--- src/rtl/mem_port_arbiter_pkg.sv ---
// Shared types and helpers for the two-requester memory read-port arbiter.
package mem_port_arbiter_pkg;

   localparam int unsigned ADDR_W = 32;
   localparam int unsigned DATA_W = 32;

   typedef enum logic [1:0] {
      ST_IDLE   = 2'd0,
      ST_ACCESS = 2'd1,
      ST_RESP   = 2'd2
   } state_t;

   localparam logic GRANT_A = 1'b0;
   localparam logic GRANT_B = 1'b1;

   // Round-robin pick: a lone requester wins, a tie goes to whoever did not win last.
   function automatic logic rr_pick(input logic req_a, input logic req_b, input logic last_grant);
      logic grant;
      if (req_a && req_b) begin
         grant = ~last_grant;
      end else if (req_b) begin
         grant = GRANT_B;
      end else begin
         grant = GRANT_A;
      end
      return grant;
   endfunction

endpackage

--- src/rtl/Mux32Bit2To1.sv ---
// 32-bit 2-to-1 mux: i_sel=0 passes i_in0, i_sel=1 passes i_in1.
module Mux32Bit2To1 (
   input  logic [31:0] i_in0,
   input  logic [31:0] i_in1,
   input  logic        i_sel,
   output logic [31:0] o_out
);

   assign o_out = i_sel ? i_in1 : i_in0;

endmodule

--- src/rtl/mem_port_arbiter.sv ---
// Round-robin arbiter sharing one fixed-latency memory read port between
// instruction fetch (A) and data load (B); returns the word with a one-cycle ack.
module mem_port_arbiter
   import mem_port_arbiter_pkg::*;
#(
   parameter int unsigned LATENCY = 3,
   parameter int unsigned CNT_W   = 4
) (
   input  logic              Clk,
   input  logic              Rst,
   input  logic              ReqA,
   input  logic [ADDR_W-1:0] AddrA,
   input  logic              ReqB,
   input  logic [ADDR_W-1:0] AddrB,
   input  logic [DATA_W-1:0] MemRdData,
   output logic              Sel,
   output logic [ADDR_W-1:0] MemAddr,
   output logic              MemEn,
   output logic              AckA,
   output logic              AckB,
   output logic [DATA_W-1:0] RdData,
   output logic              Busy
);

   state_t              r_state;
   logic                r_last_grant;
   logic [CNT_W-1:0]    r_cnt;
   logic                r_sel;
   logic [ADDR_W-1:0]   r_mem_addr;
   logic                r_mem_en;
   logic                r_ack_a;
   logic                r_ack_b;
   logic [DATA_W-1:0]   r_rd_data;
   logic                r_busy;

   logic                w_grant;
   logic [ADDR_W-1:0]   w_mux_addr;

   assign w_grant = rr_pick(ReqA, ReqB, r_last_grant);

   Mux32Bit2To1 u_addr_mux (
      .i_in0 (AddrA),
      .i_in1 (AddrB),
      .i_sel (w_grant),
      .o_out (w_mux_addr)
   );

   // Grant only in IDLE; Sel/MemAddr then stay frozen until the next grant.
   always_ff @(posedge Clk) begin
      if (Rst) begin
         r_state      <= ST_IDLE;
         r_last_grant <= GRANT_B;
         r_cnt        <= '0;
         r_sel        <= GRANT_A;
         r_mem_addr   <= '0;
         r_mem_en     <= 1'b0;
         r_ack_a      <= 1'b0;
         r_ack_b      <= 1'b0;
         r_rd_data    <= '0;
         r_busy       <= 1'b0;
      end else begin
         case (r_state)
            ST_IDLE: begin
               r_ack_a <= 1'b0;
               r_ack_b <= 1'b0;
               if (ReqA || ReqB) begin
                  r_state      <= ST_ACCESS;
                  r_sel        <= w_grant;
                  r_mem_addr   <= w_mux_addr;
                  r_last_grant <= w_grant;
                  r_cnt        <= CNT_W'(LATENCY - 1);
                  r_mem_en     <= 1'b1;
                  r_busy       <= 1'b1;
               end
            end
            ST_ACCESS: begin
               if (r_cnt == '0) begin
                  r_state   <= ST_RESP;
                  r_rd_data <= MemRdData;
                  r_mem_en  <= 1'b0;
                  r_ack_a   <= (r_sel == GRANT_A);
                  r_ack_b   <= (r_sel == GRANT_B);
               end else begin
                  r_cnt <= r_cnt - CNT_W'(1);
               end
            end
            ST_RESP: begin
               r_state <= ST_IDLE;
               r_ack_a <= 1'b0;
               r_ack_b <= 1'b0;
               r_busy  <= 1'b0;
            end
            default: begin
               r_state  <= ST_IDLE;
               r_mem_en <= 1'b0;
               r_ack_a  <= 1'b0;
               r_ack_b  <= 1'b0;
               r_busy   <= 1'b0;
            end
         endcase
      end
   end

   assign Sel     = r_sel;
   assign MemAddr = r_mem_addr;
   assign MemEn   = r_mem_en;
   assign AckA    = r_ack_a;
   assign AckB    = r_ack_b;
   assign RdData  = r_rd_data;
   assign Busy    = r_busy;

endmodule
--- config.mk ---
export PLATFORM = sky130hd
export DESIGN_NAME = mem_port_arbiter
export DESIGN_NICKNAME = d
export VERILOG_FILES = /design/src/rtl/mem_port_arbiter_pkg.sv /design/src/rtl/Mux32Bit2To1.sv /design/src/rtl/mem_port_arbiter.sv
export SDC_FILE = /design/constraint.sdc
export NUM_CORES = 1
export LEC_CHECK = 0
export BUFFER_PORTS_ARGS = -buffer_cell sky130_fd_sc_hd__buf_2
export CAP_MARGIN = 20
export CELL_PAD_IN_SITES_DETAIL_PLACEMENT = 1
export CELL_PAD_IN_SITES_GLOBAL_PLACEMENT = 1
export CORE_AREA = 2 2 102 104
export DETAILED_ROUTE_END_ITERATION = 8
export DIE_AREA = 0 0 104 106
export PLACE_DENSITY_LB_ADDON = 0.1
export SLEW_MARGIN = 20
export SYNTH_ARGS = -nofsm -noshare
export SYNTH_HDL_FRONTEND = slang
export SYNTH_SLANG_ARGS = --single-unit
export TNS_END_PERCENT = 10
--- constraint.sdc ---
create_clock -name Clk -period 1.95 [get_ports Clk]
set_clock_uncertainty 0.05 [all_clocks]
set_input_delay 0.39 -clock Clk [delete_from_list [all_inputs] [get_ports Clk]]
set_output_delay 0.39 -clock Clk [all_outputs]
set_load 0.01 [all_outputs]
### After elaboration in Yosys (flattened, before gate mapping)

Index checks and enable logic that the tools add are counted.

* bits in registers: 76
* input bits: 100
* word-level logic and storage cells: 45

* add/sub/neg operators: 1
* equal/unequal tests: 5
* mux-type cells: 13
* bitwise operators: 4
* reduce and logical (&&, ||, !) cells: 12

Operator list (count)
* $mux W32: 1
* $mux W4: 2
* $pmux W4 S2: 1
* $reduce_and A2 Y1: 4
* $ne A2 B2 Y1 const B: 3
* $reduce_and A3 Y1: 2
* $logic_not A4 Y1: 1
* $mux W1: 4
* $mux W2: 2
* $not A1 Y1: 4
* $pmux W2 S2: 1
* $sub A4 B1 Y4 const B: 1
* $pmux W1 S3: 1
* $eq A2 B1 Y1 const B: 1
* $eq A2 B2 Y1 const B: 1
* $logic_not A2 Y1: 1
* $pmux W1 S2: 1
* $reduce_bool A2 Y1: 1
* $reduce_or A2 Y1: 1
* $logic_and A1 B1 Y1: 1
* $logic_or A1 B1 Y1: 1

### Depth between registers and ports, before layout

Gate-level depths: netlist of run 1.

* depth in word-level cells: 3
* mapped depth: 7

### Hierarchy

From an unflattened synthesis of run 1, not the netlist that was laid out.

* cells, all modules: 388
* area, all modules: 3493.4 um2

Modules (own cells, without submodules)
* mem_port_arbiter: instances 1, cells each 352, area each 2949.1 um2
* Mux32Bit2To1: instances 1, cells each 36, area each 544.3 um2

### Worst setup path after synthesis of run 1

No wires, ideal clock.

* path kind: reg2reg
* from: register r_cnt[0]
* to: register r_rd_data[10] (netlist: RdData[10])
* library setup time: 0.132 ns
* arrival time: 1.375 ns
* data required time: 1.768 ns
* path slack: 0.393 ns
* cell stages (with the launch flop): 8
* period minus slack after synthesis: 1.557 ns
* cells stage by stage: dfxtp_1 inv_1 ha_1 or3b_1 buf_2 buf_2 o21ai_1 a21oi_1

* word-level cells in the longest chain between the ends: 2

RTL lines
* from (decl): line mem_port_arbiter.sv:27 `logic [CNT_W-1:0] r_cnt;`
* from (signal assigned): line mem_port_arbiter.sv:71 `r_cnt <= CNT_W'(LATENCY - 1);`
* from (signal assigned): line mem_port_arbiter.sv:84 `r_cnt <= r_cnt - CNT_W'(1);`
* $logic_not A4 Y1: line mem_port_arbiter.sv:77 `if (r_cnt == '0) begin`
* $reduce_and A2 Y1 (no line)
* to (signal assigned): line mem_port_arbiter.sv:79 `r_rd_data <= MemRdData;`
* to (decl): line mem_port_arbiter.sv:33 `logic [DATA_W-1:0] r_rd_data;`

Every way passes these cells.
A chain may end at the register's enable or synchronous reset.

### Worst setup path after layout of run 1

* from: register r_cnt[0]
* to: register r_rd_data[31] (netlist: RdData[31])

The elaborated chain is that of the path after synthesis.

==> flow_summary.yaml, run 1 <==
min_path:
  whs_path_depth: 2
  hold_end: "MemAddr[24]$_SDFFE_PP0P_"
  min_path_type: "input pin to flop"
  holdCritStartpoint: "AddrA[24]"
route:
  firstDrtPassIters: 4
  postRouteAntennaNets: 0
  route.detailed.drc: 0
  wl_per_cell_um: 16.7
  wl_mm: 10.4
  post_drt_via_cell_ratio: 5.16
  num_vias: 3203
  drtIter0Drc: 136
clock_network:
  clkLatencyLatePin_ps: 340
  cts_inserted_buffers: 9
  clk_path_buf_depth: 2
  root_buffer: "clkbuf_8"
  postCtsSetupRepairBufs: 0
  cts_sinks: 76
  cts_resized: 1
  cts_hold_buf: 0
  path_clk_slew_ps: 90
  cts_max_level: 3
  cts_tree: "built"
synth:
  ys_warn_count: 0
  synth.top_cells.by_area: "dfxtp_1, a221o_1, and4_1, a21oi_1, nand3_1"
  synth.largest_area_cell: "dfxtp_1"
  synthesis.instances: 318
  synth_top_area_frac: 0.490
  synth.avg_cell_area_um2: 9.77
  synth_ff_type: "dfxtp_1"
  synthesis.area_mm2: 0.00311
  async_flop_share: 0
  ys_seq_area_frac: 0.490
  synth_edf_count: 0
  synth_fp_nets: 419
  ys_seq_elements: 76
  synth_cell_type_count: 35
placed_design:
  dpl_cell_area_mm2: 0.00410
  numPlacedInstances: 605
  place_hpwl_mm: 7.26
  io_buffers: 168
  gp_congestion: 0.735
final_layout:
  mostFrequentLayoutCells: "buf_2, dfxtp_1, a21oi_1"
  layout_commonest_cell: "buf_2"
  multiInputGateArea_mm2: 0.00140
  antenna_cells: 0
  final_cells: 621
  finish.utilization: 0.432
  seq_area_mm2: 0.00152
  drive_gt1_frac: 0.429
  syn_to_final_growth_pct: 39.0
  fin_nets: 581
  n_fill_cell: 1225
  finalInstanceArea_mm2: 0.00432
global_routing:
  grt_max_degree: 44
  met3_usage: 0.0509
  antenna_found_initial: 0
  grt_pass1_wl_mm: 16.7
  grt.busiest_layer: "met2"
  grt_util_met2: 0.304
  gr-usage-all-layers: 0.188
  grt_pass1_vias: 3246
  gr-total-overflow: 0
  grtUsageMet1: 0.239
die:
  die_x_um: 104
  initial_core_util: 0.311
  io_pins: 169
  die_h_um: 106
  die_area_mm2: 0.0110
  core_mm2: 0.0100
  rows: 37
flow_run:
  maxCapViolations: 0
critical_path:
  cp_max_fo: 27
  reg2reg_setup_slack_ps: 240
  worstPathArrival_ps: 1870
  start_kind: "flop"
  r2r_start: "r_cnt[0]$_SDFFE_PP0P_"
  rr_worst_depth: 6
  cp.required_ps: 2110
  cp-end-kind: "flop"
  worstSetupPathType: "flop to flop"
  reg2reg_to: "RdData[31]$_SDFFE_PP0P_"
timing:
  tns_ps: 0
  hold_viol: 0
  worstMarginPinSlew_ps: 689
  rsz0062_at_grt: "false"
  fmax_mhz: 586
  setup_viol: 0
  post-route-period-util: 0.875
  fin_hold_ws_ps: 207
  fin_crit_ps: 1710
  slew_violations: 0
  relSlewSlack: 0.539
power:
  vdd_drop_max_v: 0.000366
  leakage_uw: 0.00200
  powerDensity_mw_per_mm2: 951
outcome:
  status: "finished, final reports clean"
==> cell usage after synthesis (2+ instances only) <==
| master | count |
|---|---|
| inv_1 | 6 |
| nand2_1 | 2 |
| o221ai_1 | 2 |
| nor3_1 | 3 |
| nand3_1 | 33 |
| a22oi_1 | 2 |
| or2_4 | 2 |
| buf_6 | 3 |
| a21oi_1 | 37 |
| dfxtp_1 | 76 |
| a221o_1 | 32 |
| nand2b_1 | 2 |
| and4_1 | 32 |
| buf_2 | 13 |
| clkbuf_1 | 19 |
| o21ai_1 | 32 |
| nor2_1 | 4 |
==> cell type report <==
type                       instances  area share
clock buffer                      10      0.0295
timing repair buffer             186       0.229
multi-input combinational        201       0.325
inverter                           6     0.00521
tap                              136      0.0394
sequential                        76       0.352
clock inverter                     6      0.0206
==> metal layers <==
metal  vias up  share of wire  wire length [um]
met5         -              0                 0
met4         0          0.017               176
met3        12          0.067               697
met2       109           0.47              4840
met1      1530           0.45              4660
li1       1552              -                 -
==> state kept, by name, summed over array words and instances, names as in the netlist <==
name	flops
Busy	1
r_last_grant	1
AckA	1
r_state	2
Sel	1
r_cnt	4
RdData	32
AckB	1
MemAddr	32
MemEn	1
==> where the power goes <==
part | leakage (uW) | switching (uW) | internal [uW]
clock | 0.000102 | 615 | 721
sequential | 0.000623 | 78.4 | 1710
combinational | 0.00128 | 573 | 411
total | 0.00200 | 1270 | 2840
==> kinds of logic after synthesis <==
family	after synthesis	share of synthesized area
muxes	1	0.00322
DFF	76	0.490
and+or+nand+nor	87	0.191
AOI/OAI and AO/OA	112	0.250
buffers and inverters	41	0.0620
adders and majority gates	1	0.00403
==> stage by stage <==
step | setup slack [ps] | power (uW)
final | 244 | 4110
after global routing | 135 | 4350
after CTS | 216 | 4180
after global placement | -124 | 2800
after detailed placement | -131 | 2820
after floorplan | 393 | 2380
==> worst max path at each step <==
stage	start	end	cells after the start
final	r_cnt[0]$_SDFFE_PP0P_	RdData[31]$_SDFFE_PP0P_	6
after floorplan	r_cnt[0]$_SDFFE_PP0P_	RdData[10]$_SDFFE_PP0P_	7
after global routing	r_cnt[1]$_SDFFE_PP0P_	RdData[19]$_SDFFE_PP0P_	6
after detailed placement	Rst	MemAddr[30]$_SDFFE_PP0P_	5
after global placement	Rst	MemAddr[29]$_SDFFE_PP0P_	5
after CTS	r_cnt[0]$_SDFFE_PP0P_	RdData[31]$_SDFFE_PP0P_	6
==> critical path, stage by stage (launching register included) <==
cell     delay, ps
dfxtp_1        320
inv_1           70
ha_1           200
or3b_1         410
buf_4          250
o21ai_1        170
a21oi_1         90
Note: power is estimated with default switching activity, not from simulation.
==> inputs of run 2 (changes only) <==
--- a/config.mk
+++ b/config.mk
@@ -9,12 +9,13 @@
 export CAP_MARGIN = 20
 export CELL_PAD_IN_SITES_DETAIL_PLACEMENT = 1
 export CELL_PAD_IN_SITES_GLOBAL_PLACEMENT = 1
-export CORE_AREA = 2 2 102 104
+export CORE_AREA = 2 2 106 108
 export DETAILED_ROUTE_END_ITERATION = 8
-export DIE_AREA = 0 0 104 106
+export DIE_AREA = 0 0 108 110
 export PLACE_DENSITY_LB_ADDON = 0.1
 export SLEW_MARGIN = 20
 export SYNTH_ARGS = -nofsm -noshare
 export SYNTH_HDL_FRONTEND = slang
+export SYNTH_HIERARCHICAL = 1
 export SYNTH_SLANG_ARGS = --single-unit
 export TNS_END_PERCENT = 10
==> run 2 against run 1 <==
Via count up 9.4%. Clock-buffer cell count up 1. Non-clock buffer count down 2. Cell count up 10%. Sequential power about the same. Register-to-register slack worse by 20 ps. Sequential share of layout area down 2.7 points. Critical path depth unchanged. Die area up 7.8%. Combinational power up 19%. Routed wire length up 5.1%. Fmax down 1.4%.
==> flow_summary.yaml, run 2 <==
outcome:
  status: "finished, final reports clean"
clock_network:
  postCtsSetupRepairBufs: 0
  clkLatencyLatePin_ps: 340
  cts_sinks: 76
  clk_path_buf_depth: 2
  cts_resized: 0
  cts_inserted_buffers: 9
  cts_max_level: 3
  path_clk_slew_ps: 80
  root_buffer: "clkbuf_8"
  cts_hold_buf: 0
  cts_tree: "built"
die:
  die_area_mm2: 0.0119
  io_pins: 169
  rows: 38
  die_h_um: 110
  initial_core_util: 0.327
  core_mm2: 0.0107
  die_x_um: 108
synth:
  synth_ff_type: "dfxtp_1"
  synth.largest_area_cell: "dfxtp_1"
  synth_edf_count: 0
  ys_seq_elements: 76
  async_flop_share: 0
  synthTopCellsByCount: "dfxtp_1, a21oi_1, nand3_1, o21ai_0, mux2_4"
  yosysMostFrequentCell: "dfxtp_1"
  synth.avg_cell_area_um2: 9.00
  synth_fp_nets: 490
  synthesis.instances: 388
  synth.top_cells.by_area: "dfxtp_1, mux2_4, a21oi_1, nand3_1, o21ai_0"
  ys_warn_count: 6
  synth_cell_type_count: 35
  ys_seq_area_frac: 0.436
  synthesis.area_mm2: 0.00349
  synth_top_area_frac: 0.436
critical_path:
  cp_max_fo: 11
  reg2reg_setup_slack_ps: 220
  startpoint: "r_cnt[1]$_SDFFE_PP0P_"
  worstPathArrival_ps: 1910
  cp.required_ps: 2130
  cp-end-kind: "flop"
  worstSetupPathType: "flop to flop"
  r2r_start: "r_cnt[1]$_SDFFE_PP0P_"
  start_kind: "flop"
route:
  wl_per_cell_um: 15.9
  firstDrtPassIters: 4
  route.detailed.drc: 0
  dr_wl_met2_mm: 5.44
  wl_met3_um: 629
  top_layer: "met4"
  num_vias: 3503
  wl_mm: 10.9
  post_drt_via_cell_ratio: 5.11
  drtIter0Drc: 121
  met1Wirelength_mm: 4.71
  postRouteAntennaNets: 0
global_routing:
  grt_pass1_wl_mm: 17.2
  antenna_found_initial: 0
  grt_pass1_vias: 3521
  gr-total-overflow: 0
  gr-usage-all-layers: 0.183
  grt_max_degree: 42
power:
  internal-power_uw: 2960
  pwr-share-clk: 0.311
  switching_share: 0.310
  report.power.total_uw: 4300
  power.switching_uw: 1330
  seq_power_share: 0.416
  leakage_uw: 0.00214
  powerDensity_mw_per_mm2: 919
  power_frac_comb: 0.272
  vdd_drop_max_v: 0.000353
final_layout:
  seq_area_mm2: 0.00152
  final_cells: 686
  syn_to_final_growth_pct: 33.8
  drive_gt1_frac: 0.436
  antenna_cells: 0
  mostFrequentLayoutCells: "buf_2, dfxtp_1, a21oi_1"
  finish.utilization: 0.437
  layout_commonest_cell: "buf_2"
  fin_nets: 644
  finalInstanceArea_mm2: 0.00468
  multiInputGateArea_mm2: 0.00175
  n_fill_cell: 1329
timing:
  slew_violations: 0
  fin_crit_ps: 1730
  post-route-period-util: 0.888
  fmax_mhz: 578
  worstMarginPinSlew_ps: 668
  hold_viol: 0
  setup_viol: 0
  rsz0062_at_grt: "false"
  relSlewSlack: 0.555
  tns_ps: 0
placed_design:
  io_buffers: 168
  numPlacedInstances: 671
  dpl_cell_area_mm2: 0.00446
  place_hpwl_mm: 7.73
  gp_congestion: 0.692
min_path:
  min_path_type: "input pin to flop"
  holdCritStartpoint: "MemRdData[7]"
flow_run:
  maxCapViolations: 0
==> run 2: cells by family (layout without fill, tap and decap cells) <==
| kind of cell | Yosys count | after routing | synth area share |
|---|---|---|---|
| multiplexers | 33 | 33 | 0.138 |
| buffers and inverters | 44 | 202 | 0.0688 |
| AND/OR/NAND/NOR | 89 | 89 | 0.136 |
| AO/OA/AOI/OAI | 144 | 144 | 0.214 |
| adder cells (fa/ha/maj) | 2 | 2 | 0.00716 |
| flip-flops | 76 | 76 | 0.436 |
==> run 2: critical path, stage by stage, from the launching register on <==
cell and delay, ps:
dfxtp_1 310, inv_1 120, ha_1 180, nor3b_4 420
buf_4 280, mux2i_1 200, nor3_1 60
==> run 2: final cells by class <==
| type | count | share of cell area |
|---|---|---|
| clock buffer | 11 | 0.0302 |
| clock inverter | 4 | 0.0158 |
| inverter | 3 | 0.00241 |
| multi-input combinational | 268 | 0.375 |
| sequential | 76 | 0.325 |
| tap | 140 | 0.0375 |
| timing repair buffer | 184 | 0.214 |
==> run 2: path summary, 6_finish.rpt <==
check	to	depth (start not counted)
min reg2reg	MemAddr[31]$_SDFFE_PP0P_	2
max reg2reg	AckB$_SDFFE_PP0P_	6
max	AckB$_SDFFE_PP0P_	6
min	RdData[7]$_SDFFE_PP0P_	3
==> run 2: power by group through the flow <==
stage          Clock (uW)  Sequential (uW)  Combinational [uW]
2_1_floorplan           0             1880                 663
3_3_place_gp            0             1820                1160
3_5_place_dp            0             1830                1190
4_1_cts              1390             1790                1200
5_1_grt              1450             1810                1300
6_report             1340             1790                1170
==> run 2: metrics by stage <==
step                worst slack [ps]  hold WS (ps)
floorplan                        360           412
CTS                              200           217
finish                           219           237
detailed placement               136           415
global route                    72.5           230
global placement                 210           408
==> run 2: layer usage <==
| layer | global-route usage | up-vias |
|---|---|---|
| li1 | - | 1699 |
| met1 | 0.225 | 1700 |
| met2 | 0.319 | 94 |
| met3 | 0.0359 | 10 |
| met4 | 0.0678 | 0 |
| met5 | 0 | - |
==> inputs of run 3 (changes only) <==
--- a/config.mk
+++ b/config.mk
@@ -6,12 +6,11 @@
 export NUM_CORES = 1
 export LEC_CHECK = 0
 export BUFFER_PORTS_ARGS = -buffer_cell sky130_fd_sc_hd__buf_2
-export CAP_MARGIN = 20
 export CELL_PAD_IN_SITES_DETAIL_PLACEMENT = 1
 export CELL_PAD_IN_SITES_GLOBAL_PLACEMENT = 1
-export CORE_AREA = 2 2 106 108
+export CORE_AREA = 2 2 76 151
 export DETAILED_ROUTE_END_ITERATION = 8
-export DIE_AREA = 0 0 108 110
+export DIE_AREA = 0 0 78 153
 export PLACE_DENSITY_LB_ADDON = 0.1
 export SLEW_MARGIN = 20
 export SYNTH_ARGS = -nofsm -noshare
==> run 3 against run 2 <==
Largest cell class unchanged. Die area is 0.45% higher. Worst setup slack worse by 22 ps. First-iteration DRC count is 45% lower. Critical path type unchanged. Largest power group unchanged. Non-clock buffer count is 3 lower. Clock power is 9.7% higher. Critical path depth stayed put. Power is 2.4% higher. Clock-buffer cell count stayed put.
==> flow_summary.yaml, run 3 (synthesis results as in run 2) <==
outcome:
  status: "finished, final reports clean"
critical_path:
  path_buf_inv: 2
  cp.required_ps: 2100
  worstSetupPathType: "flop to flop"
  r2r_start: "r_cnt[1]$_SDFFE_PP0P_"
  reg2reg_to: "AckB$_SDFFE_PP0P_"
  crit_path_top_delay_cell: "buf_4"
  reg2reg_setup_slack_ps: 200
  cp_max_fo: 34
  path_depth: 6
  cp_slowest_stage_delay_ps: 390
  cp_top_family: "buffers and inverters"
  cp-end-kind: "flop"
  rr_worst_depth: 6
  worstPathArrival_ps: 1910
  start_kind: "flop"
  crit_chain: "inv_1, ha_1, nor3b_4, buf_4, mux2i_1, nor3_1"
final_layout:
  antenna_cells: 0
  finish.utilization: 0.434
  fin_nets: 641
  final_cells: 682
  mostFrequentLayoutCells: "buf_2, dfxtp_1, a21oi_1"
  layout_commonest_cell: "buf_2"
  n_fill_cell: 1380
  finalInstanceArea_mm2: 0.00470
  seq_area_mm2: 0.00152
  drive_gt1_frac: 0.432
  multiInputGateArea_mm2: 0.00175
  syn_to_final_growth_pct: 34.4
clock_network:
  cts_inserted_buffers: 9
  clk_path_buf_depth: 2
  root_buffer: "clkbuf_16"
  cts_sinks: 76
  clkLatencyLatePin_ps: 320
  postCtsSetupRepairBufs: 0
  path_clk_slew_ps: 50
  cts_resized: 0
  cts_max_level: 3
  cts_hold_buf: 0
  cts_tree: "built"
die:
  core_mm2: 0.0108
  die_h_um: 153
  rows: 54
  die_x_um: 78
  io_pins: 169
  die_area_mm2: 0.0119
  initial_core_util: 0.323
timing:
  rsz0062_at_grt: "false"
  post-route-period-util: 0.899
  relSlewSlack: 0.554
  fmax_mhz: 571
  tns_ps: 0
  hold_viol: 0
  worstMarginPinSlew_ps: 669
  fin_crit_ps: 1750
  fin_hold_ws_ps: 263
  setup_viol: 0
  slew_violations: 0
route:
  dr_wl_met2_mm: 5.79
  wl_met3_um: 658
  post_drt_via_cell_ratio: 5.09
  route.detailed.drc: 0
  top_layer: "met4"
  wl_per_cell_um: 15.8
  firstDrtPassIters: 4
  met1Wirelength_mm: 4.09
  postRouteAntennaNets: 0
  wl_mm: 10.7
  num_vias: 3468
  drtIter0Drc: 67
power:
  leakage_uw: 0.00215
  vdd_drop_max_v: 0.000414
  powerDensity_mw_per_mm2: 937
global_routing:
  gr-usage-all-layers: 0.184
  grt_pass1_vias: 3748
  grt_max_degree: 36
  gr-total-overflow: 0
  antenna_found_initial: 0
  grt_pass1_wl_mm: 17.9
min_path:
  holdCritStartpoint: "MemRdData[9]"
  whs_path_depth: 3
  hold_end: "RdData[9]$_SDFFE_PP0P_"
  min_path_type: "input pin to flop"
placed_design:
  place_hpwl_mm: 7.83
  io_buffers: 168
  gp_congestion: 0.748
  numPlacedInstances: 668
  dpl_cell_area_mm2: 0.00444
flow_run:
  maxCapViolations: 0
-- run 3: layer usage --
layer / GRT usage / up-vias
met5: 0 / -
met1: 0.193 / 1649
li1: - / 1695
met4: 0.0618 / 0
met2: 0.347 / 111
met3: 0.0472 / 13
-- run 3: per-stage QoR --
| step | total power, uW | setup slack, ps |
|---|---|---|
| after detailed placement | 2990 | 125 |
| after CTS | 4490 | 177 |
| final | 4400 | 197 |
| after global placement | 2960 | 211 |
| after global routing | 4680 | 79.2 |
| after floorplan | 2550 | 360 |
-- run 3: area by class of cell --
type                    instances  area share
clock buffers                  11      0.0517
clock inverters                 3     0.00320
inverters                       3     0.00240
multi-input cells             268       0.374
flip-flops and latches         76       0.324
well taps                     140      0.0373
repair buffers                181       0.208
-- run 3: how the worst max path moves through the flow --
stage | startpoint | slack, ps | end
5_1_grt | r_cnt[1]$_SDFFE_PP0P_ | 80 | AckB$_SDFFE_PP0P_
3_3_place_gp | ReqA | 210 | r_cnt[1]$_SDFFE_PP0P_
2_1_floorplan | r_cnt[0]$_SDFFE_PP0P_ | 360 | RdData[25]$_SDFFE_PP0P_
4_1_cts | r_cnt[1]$_SDFFE_PP0P_ | 180 | AckB$_SDFFE_PP0P_
3_5_place_dp | ReqA | 120 | r_cnt[1]$_SDFFE_PP0P_
6_report | r_cnt[1]$_SDFFE_PP0P_ | 200 | AckB$_SDFFE_PP0P_
-- run 3: worst reg2reg max path: stages (launching register included) --
cell and delay (ps):
dfxtp_1 320, inv_1 140, ha_1 190, nor3b_4 240, buf_4 390, mux2i_1 240, nor3_1 60
-- run 3: where the power goes --
| part | switching [uW] | total [uW] | leakage, uW | internal, uW |
|---|---|---|---|---|
| sequential | 82.9 | 1790 | 0.000623 | 1710 |
| clock | 596 | 1470 | 0.000131 | 875 |
| combinational | 654 | 1140 | 0.00140 | 482 |
| total | 1330 | 4400 | 0.00215 | 3070 |
